## src/rtl/mau_controller.sv

```systemverilog
// mau_controller: host command sequencer for the cpu mau ports and the run/stop (alive) control.
// Optional feature macro MAU_WATCHDOG_EN bounds every run to WATCHDOG_CYCLES alive cycles.
module mau_controller #(
  parameter int unsigned READ_LATENCY    = 2,
  parameter int unsigned WATCHDOG_CYCLES = 1000000
) (
  input  logic        clk,
  input  logic        rst_n,
  input  logic        cmd_valid,
  output logic        cmd_ready,
  input  logic [1:0]  cmd_op,
  input  logic [1:0]  cmd_target,
  input  logic [31:0] cmd_address,
  input  logic [31:0] cmd_data,
  output logic        rsp_valid,
  input  logic        rsp_ready,
  output logic [31:0] rsp_data,
  output logic        rsp_err,
  output logic [31:0] mau_address_im,
  output logic [31:0] mau_address_dm,
  output logic [31:0] mau_address_rf,
  output logic [31:0] mau_write_data_im,
  output logic [31:0] mau_write_data_dm,
  output logic [31:0] mau_write_data_rf,
  output logic        mau_wren_im,
  output logic        mau_wren_dm,
  output logic        mau_wren_rf,
  input  logic [31:0] mau_read_data_im,
  input  logic [31:0] mau_read_data_dm,
  input  logic [31:0] mau_read_data_rf,
  output logic        alive,
  input  logic        halt,
  input  logic [6:0]  clk_sequence,
  output logic        running,
  output logic [31:0] cycle_count
);

  localparam logic [2:0] S_IDLE      = 3'd0;
  localparam logic [2:0] S_WRITE     = 3'd1;
  localparam logic [2:0] S_READ_WAIT = 3'd2;
  localparam logic [2:0] S_RUNNING   = 3'd3;
  localparam logic [2:0] S_STOPPING  = 3'd4;
  localparam logic [2:0] S_RESPOND   = 3'd5;

  localparam logic [1:0] OP_WRITE = 2'd0;
  localparam logic [1:0] OP_READ  = 2'd1;
  localparam logic [1:0] OP_RUN   = 2'd2;

  localparam logic [1:0] T_IM  = 2'd0;
  localparam logic [1:0] T_DM  = 2'd1;
  localparam logic [1:0] T_RF  = 2'd2;
  localparam logic [1:0] T_BAD = 2'd3;
  localparam logic [1:0] OP_STOP = 2'd3;

  localparam logic [2:0] LAT_LAST = 3'(READ_LATENCY - 1);

  logic [2:0]  state_q, state_d;
  logic [1:0]  tgt_q, tgt_d;
  logic [2:0]  lat_q, lat_d;
  logic        alive_q, alive_d;
  logic [31:0] cc_q, cc_d;
  logic [31:0] rsp_data_q, rsp_data_d;
  logic        rsp_err_q, rsp_err_d;
  logic [31:0] addr_im_q, addr_im_d, addr_dm_q, addr_dm_d, addr_rf_q, addr_rf_d;
  logic [31:0] wdata_im_q, wdata_im_d, wdata_dm_q, wdata_dm_d, wdata_rf_q, wdata_rf_d;
  logic        wren_im_q, wren_im_d, wren_dm_q, wren_dm_d, wren_rf_q, wren_rf_d;

  logic        cmd_fire;
  logic [31:0] cc_inc;
  logic [31:0] rd_mux;
  logic        unused_seq;

  function automatic logic [31:0] sat_inc(input logic [31:0] v);
    return (v == 32'hFFFF_FFFF) ? v : v + 32'd1;
  endfunction

`ifdef MAU_WATCHDOG_EN
  localparam logic [31:0] WD_LIMIT = 32'(WATCHDOG_CYCLES);
`else
  logic unused_wd;
  assign unused_wd = ^WATCHDOG_CYCLES;
`endif

  assign unused_seq = ^clk_sequence[5:0];

  assign cmd_ready = rst_n && ((state_q == S_IDLE) || (state_q == S_RUNNING));
  assign cmd_fire  = cmd_valid && cmd_ready;
  assign cc_inc    = sat_inc(cc_q);

  always_comb begin
    case (tgt_q)
      T_IM:    rd_mux = mau_read_data_im;
      T_DM:    rd_mux = mau_read_data_dm;
      default: rd_mux = mau_read_data_rf;
    endcase
  end

  always_comb begin
    state_d    = state_q;
    tgt_d      = tgt_q;
    lat_d      = lat_q;
    alive_d    = alive_q;
    cc_d       = cc_q;
    rsp_data_d = rsp_data_q;
    rsp_err_d  = rsp_err_q;
    addr_im_d  = addr_im_q;
    addr_dm_d  = addr_dm_q;
    addr_rf_d  = addr_rf_q;
    wdata_im_d = wdata_im_q;
    wdata_dm_d = wdata_dm_q;
    wdata_rf_d = wdata_rf_q;
    wren_im_d  = 1'b0;
    wren_dm_d  = 1'b0;
    wren_rf_d  = 1'b0;
    case (state_q)
      S_IDLE: begin
        if (cmd_fire) begin
          case (cmd_op)
            OP_WRITE, OP_READ: begin
              if (cmd_target == T_BAD) begin
                state_d    = S_RESPOND;
                rsp_data_d = '0;
                rsp_err_d  = 1'b1;
              end else begin
                tgt_d   = cmd_target;
                lat_d   = '0;
                state_d = (cmd_op == OP_WRITE) ? S_WRITE : S_READ_WAIT;
                // Address/data land on the port registers now, so wren is visible exactly one cycle later.
                case (cmd_target)
                  T_IM: begin
                    addr_im_d = cmd_address;
                    if (cmd_op == OP_WRITE) begin
                      wdata_im_d = cmd_data;
                      wren_im_d  = 1'b1;
                    end
                  end
                  T_DM: begin
                    addr_dm_d = cmd_address;
                    if (cmd_op == OP_WRITE) begin
                      wdata_dm_d = cmd_data;
                      wren_dm_d  = 1'b1;
                    end
                  end
                  T_RF: begin
                    addr_rf_d = cmd_address;
                    if (cmd_op == OP_WRITE) begin
                      wdata_rf_d = cmd_data;
                      wren_rf_d  = 1'b1;
                    end
                  end
                  default: ;
                endcase
              end
            end
            OP_RUN: begin
              cc_d    = '0;
              alive_d = 1'b1;
              state_d = S_RUNNING;
            end
            default: begin
              state_d    = S_RESPOND;
              rsp_data_d = '0;
              rsp_err_d  = 1'b1;
            end
          endcase
        end
      end
      S_WRITE: begin
        state_d    = S_RESPOND;
        rsp_data_d = '0;
        rsp_err_d  = 1'b0;
      end
      S_READ_WAIT: begin
        if (lat_q == LAT_LAST) begin
          state_d    = S_RESPOND;
          rsp_data_d = rd_mux;
          rsp_err_d  = 1'b0;
        end else begin
          lat_d = lat_q + 3'd1;
        end
      end
      S_RUNNING: begin
        cc_d = cc_inc;
        // Halt outranks a STOP accepted in the same cycle; other accepted commands are dropped.
        if (halt) begin
          alive_d    = 1'b0;
          rsp_data_d = cc_inc;
          rsp_err_d  = 1'b0;
          state_d    = S_RESPOND;
        end else if (cmd_fire && (cmd_op == OP_STOP)) begin
          state_d = S_STOPPING;
`ifdef MAU_WATCHDOG_EN
        end else if (cc_inc >= WD_LIMIT) begin
          if (clk_sequence[6]) begin
            alive_d    = 1'b0;
            rsp_data_d = cc_inc;
            rsp_err_d  = 1'b1;
            state_d    = S_RESPOND;
          end else begin
            state_d = S_STOPPING;
          end
`endif
        end
      end
      S_STOPPING: begin
        cc_d = cc_inc;
        // Keep alive until the PC-update phase so the in-flight instruction retires.
        if (halt || clk_sequence[6]) begin
          alive_d    = 1'b0;
          rsp_data_d = cc_inc;
          rsp_err_d  = !halt;
          state_d    = S_RESPOND;
        end
      end
      S_RESPOND: begin
        if (rsp_ready) begin
          state_d    = S_IDLE;
          rsp_data_d = '0;
          rsp_err_d  = 1'b0;
        end
      end
      default: begin
        state_d = S_IDLE;
        alive_d = 1'b0;
      end
    endcase
  end

  always_ff @(posedge clk) begin
    if (!rst_n) begin
      state_q    <= S_IDLE;
      tgt_q      <= '0;
      lat_q      <= '0;
      alive_q    <= 1'b0;
      cc_q       <= '0;
      rsp_data_q <= '0;
      rsp_err_q  <= 1'b0;
      addr_im_q  <= '0;
      addr_dm_q  <= '0;
      addr_rf_q  <= '0;
      wdata_im_q <= '0;
      wdata_dm_q <= '0;
      wdata_rf_q <= '0;
      wren_im_q  <= 1'b0;
      wren_dm_q  <= 1'b0;
      wren_rf_q  <= 1'b0;
    end else begin
      state_q    <= state_d;
      tgt_q      <= tgt_d;
      lat_q      <= lat_d;
      alive_q    <= alive_d;
      cc_q       <= cc_d;
      rsp_data_q <= rsp_data_d;
      rsp_err_q  <= rsp_err_d;
      addr_im_q  <= addr_im_d;
      addr_dm_q  <= addr_dm_d;
      addr_rf_q  <= addr_rf_d;
      wdata_im_q <= wdata_im_d;
      wdata_dm_q <= wdata_dm_d;
      wdata_rf_q <= wdata_rf_d;
      wren_im_q  <= wren_im_d;
      wren_dm_q  <= wren_dm_d;
      wren_rf_q  <= wren_rf_d;
    end
  end

  assign rsp_valid         = (state_q == S_RESPOND);
  assign rsp_data          = rsp_data_q;
  assign rsp_err           = rsp_err_q;
  assign mau_address_im    = addr_im_q;
  assign mau_address_dm    = addr_dm_q;
  assign mau_address_rf    = addr_rf_q;
  assign mau_write_data_im = wdata_im_q;
  assign mau_write_data_dm = wdata_dm_q;
  assign mau_write_data_rf = wdata_rf_q;
  assign mau_wren_im       = wren_im_q && !alive_q;
  assign mau_wren_dm       = wren_dm_q && !alive_q;
  assign mau_wren_rf       = wren_rf_q && !alive_q;
  assign alive             = alive_q;
  assign running           = alive_q;
  assign cycle_count       = cc_q;

endmodule
```

## config.mk

```make
export PLATFORM = sky130hd
export DESIGN_NAME = mau_controller
export DESIGN_NICKNAME = d
export VERILOG_FILES = /design/src/rtl/mau_controller.sv
export SDC_FILE = /design/constraint.sdc
export NUM_CORES = 1
export LEC_CHECK = 0
export ABC_AREA = 1
export CAP_MARGIN = 5
export CORE_AREA = 2 2 172 174
export CTS_BUF_LIST = sky130_fd_sc_hd__clkbuf_16
export DETAILED_ROUTE_END_ITERATION = 7
export DIE_AREA = 0 0 174 176
export PLACE_DENSITY_LB_ADDON = 0.12
export SLEW_MARGIN = 20
export SYNTH_ARGS = -nofsm -noshare
export SYNTH_HDL_FRONTEND = slang
export SYNTH_SLANG_ARGS = --single-unit
```

## constraint.sdc

```tcl
create_clock -name clk -period 5.7 [get_ports clk]
set_input_delay 0.57 -clock clk [delete_from_list [all_inputs] [get_ports clk]]
set_output_delay 0.57 -clock clk [all_outputs]
set_load 0.05 [all_outputs]
```

==> metrics.md <==
| Metric | Value |
|---|---|
| Seq/Total Area, Yosys | `0.435` |
| R2r setup slk | `2.35 ns` |
| Share of layout cells above drive strength 1 | `0.0352` |
| Final hold violations | `0` |
| Antenna violations before repair | `1` |
| Post-Route Setup TNS | `0 ns` |
| Setup-failing EPs final | `0` |
| Slew HR | `0.297` |
| Number of global-route vias before repair | `12500` |
| RSZ-0062 raised after global routing | `false` |
| Worst slack at placement | `1.71 ns` |
| Yosys reg bits | `269` |
| Final Skew | `0.00814 ns` |
| Clock Latency Late Sink | `0.55 ns` |
| CTS Hold Bufs | `0` |
| Fill cells | `2730` |
| PostCTS Resize Cnt | `0` |
| Final #Nets | `2456` |
| Layout area overhead | `42.2%` |
| Clock power share | `0.293` |
| First-pass GRT wire length | `65600 um` |
| Crit Path Max Fanout | `42` |
| Design Area, Final | `0.0176 mm2` |
| Final WL | `41500 um` |
| Drt initial violations | `870` |
| Syn Inst Count | `1912` |
| Largest net degree at the start of global routing | `96` |
| Syn. warnings | `0` |
| Combinational power share | `0.334` |
| Die X | `174 um` |
| Clock slew at reported path FFs | `0.06 ns` |
| Total GRT Usage | `0.261` |
| Tightest Pin Transition | `1.05 ns` |
| Antenna diodes | `0` |
| P_int | `3.58 mW` |
| Most frequent cells in the layout | `nand2_1 (647), clkdlybuf4s50_1 (432), dfxtp_1 (268)` |
| CP Capture Type | `flop` |
| Detail Placement HPWL | `29500 um` |
| Cell variety after synth | `28` |
| Critical path startpoint category | `input pin` |
| Vias/cell | `4.92` |
| Req. time, crit path | `6.14 ns` |
| Worst setup startpoint | `cmd_target[1]` |
| Initial Util | `0.434` |
| Multi-input gate area | `0.00577 mm2` |
| Gpl congestion | `0.927` |
| # port buffers | `433` |
| Total core area | `0.0285 mm2` |
| Static leakage | `7.15 nW` |
| Reg2reg start | `state_q[1]` |
| Num ports | `440` |
| CTS tree | `built` |
| Sw frac | `0.379` |
| Die area | `0.0306 mm2` |
| Placement Cell Area | `0.0168 mm2` |
| 1st-pass router iterations | `6` |
| Hold_ws | `0.459 ns` |
| Overflow after GRT | `0` |
| Cell area after synthesis | `0.0124 mm2` |
| Final ANT Viol Nets | `0` |
| Drt wl/cell | `15.5 um` |
| Syn avg cell area | `6.48 um2` |
| Remaining DRCs | `0` |
| Total clock sinks | `269` |
| Max-Cap Viols | `0` |
| Status | `complete, no violations` |
| P_sw | `2.19 mW` |
| Total CTS buffers | `29` |
| Via Count | `13200` |
| Root buf cell | `clkbuf_16` |
| Commonest non-fill, non-tap cell in the layout | `nand2_1` |
| CTS H-tree lvls | `1` |
| Final setup margin | `2.25 ns` |
| Pwr dens | `327 mW/mm2` |
| Slew Limit Fails | `0` |
| Register area | `0.00539 mm2` |
| Hold Crit Start | `mau_address_dm[27]` |
| Max Fclk | `290 MHz` |
| Crit path time final | `3.45 ns` |
| Arr. time, crit path | `3.89 ns` |
| Reg power frac | `0.373` |
| Min-delay worst type | `flop to flop` |
| Chip height | `176 um` |
| Period Utilization, post-route | `0.606` |
| Post-CTS Setup Inserts | `0` |
| Worst VDD drop | `0.242 mV` |
| Rows | `62` |
| Clock Tree Buf Depth | `3` |
| Critical path type | `input pin to flop` |
| Syn nets | `2091` |
==> registers in the layout (all words and copies together), names as in the netlist <==
register and flops:
alive 1, cycle_count 32, lat_q 3, mau_address_dm 32, mau_address_im 32, mau_address_rf 32
mau_write_data_dm 32, mau_write_data_im 32, mau_write_data_rf 32, rsp_data 32, rsp_err 1, state_q 3
tgt_q 2, wren_dm_q 1, wren_im_q 1, wren_rf_q 1
==> cell families (layout without fill, tap and decap cells) <==
family          after synthesis  after routing  synth area share
xor+xnor                      6              6           0.00424
fa+ha+maj                     3              3           0.00303
compound gates              216            216            0.0878
buf+inv                     299            686             0.101
simple gates               1119           1119             0.369
flops                       269            269             0.435
==> power by group through the flow <==
stage          Clock [mW]  Combinational (mW)  Sequential (mW)
6_report             1.69                1.93             2.15
5_1_grt              1.80                2.11             2.17
4_1_cts              1.73                1.93             2.15
3_5_place_dp            0                1.93             2.19
3_3_place_gp            0                1.91             2.19
2_1_floorplan           0               0.832             2.66
==> worst max-delay path, cell delays in order <==
cell and delay (ns):
clkdlybuf4s50_1 0.39, buf_4 0.27, nand2_1 0.11, nand2_1 0.08
inv_1 0.09, nand2_2 0.09, nor2_8 0.39, nand2_4 0.37
nor2_4 0.87, buf_4 0.41, nand2_1 0.08, nand2_1 0.06
nor2_1 0.05
==> metrics by stage <==
step                cells   util  total power [mW]
floorplan            1912      -              3.49
global placement     2630  0.587              4.09
detailed placement   2630  0.588              4.12
CTS                  2683  0.617              5.81
global route         2683  0.617              6.09
finish               2683  0.617              5.77
==> routing by layer <==
| layer | routed length (um) | vias up | share of wire | GRT usage |
|---|---|---|---|---|
| li1 | - | 6670 | - | - |
| met1 | 16800 | 5985 | 0.40 | 0.320 |
| met2 | 19900 | 459 | 0.48 | 0.443 |
| met3 | 3250 | 85 | 0.078 | 0.0668 |
| met4 | 1650 | 2 | 0.040 | 0.0987 |
| met5 | 13 | - | 0.00031 | 0 |
==> layout make-up <==
type,instances,share of cell area
Clock buffer,29,0.0412
Multi-Input combinational cell,1344,0.328
Tap cell,384,0.0273
Timing Repair Buffer,447,0.252
Inverter,186,0.0398
Clock inverter,24,0.00675
Sequential cell,269,0.306
==> synth_stat cells, drive strengths merged <==
| cell type | instances | area (um2) |
|---|---|---|
| nand2 | 652 | 2470 |
| dfxtp | 269 | 5390 |
| nor2 | 240 | 945 |
| nand3 | 219 | 1110 |
| a21oi | 204 | 1020 |
| inv | 185 | 694 |
| clkbuf | 72 | 270 |
| buf | 41 | 287 |
| o21ai | 9 | 45.0 |
| or2 | 5 | 31.3 |
| xor2 | 4 | 35.0 |
| ha | 3 | 37.5 |
| nand4 | 3 | 18.8 |
| xnor2 | 2 | 17.5 |
| a31oi | 1 | 6.26 |
| clkinv | 1 | 3.75 |
| o211ai | 1 | 7.51 |
| o21bai | 1 | 7.51 |
==> final timing paths <==
path                                 to  depth (start not counted)
hold / removal       mau_address_dm[27]                          2
setup / recovery  mau_write_data_rf[25]                         13
hold reg to reg      mau_address_dm[27]                          2
setup reg to reg  mau_write_data_rf[25]                         10
(Power assumes the default switching activity.)
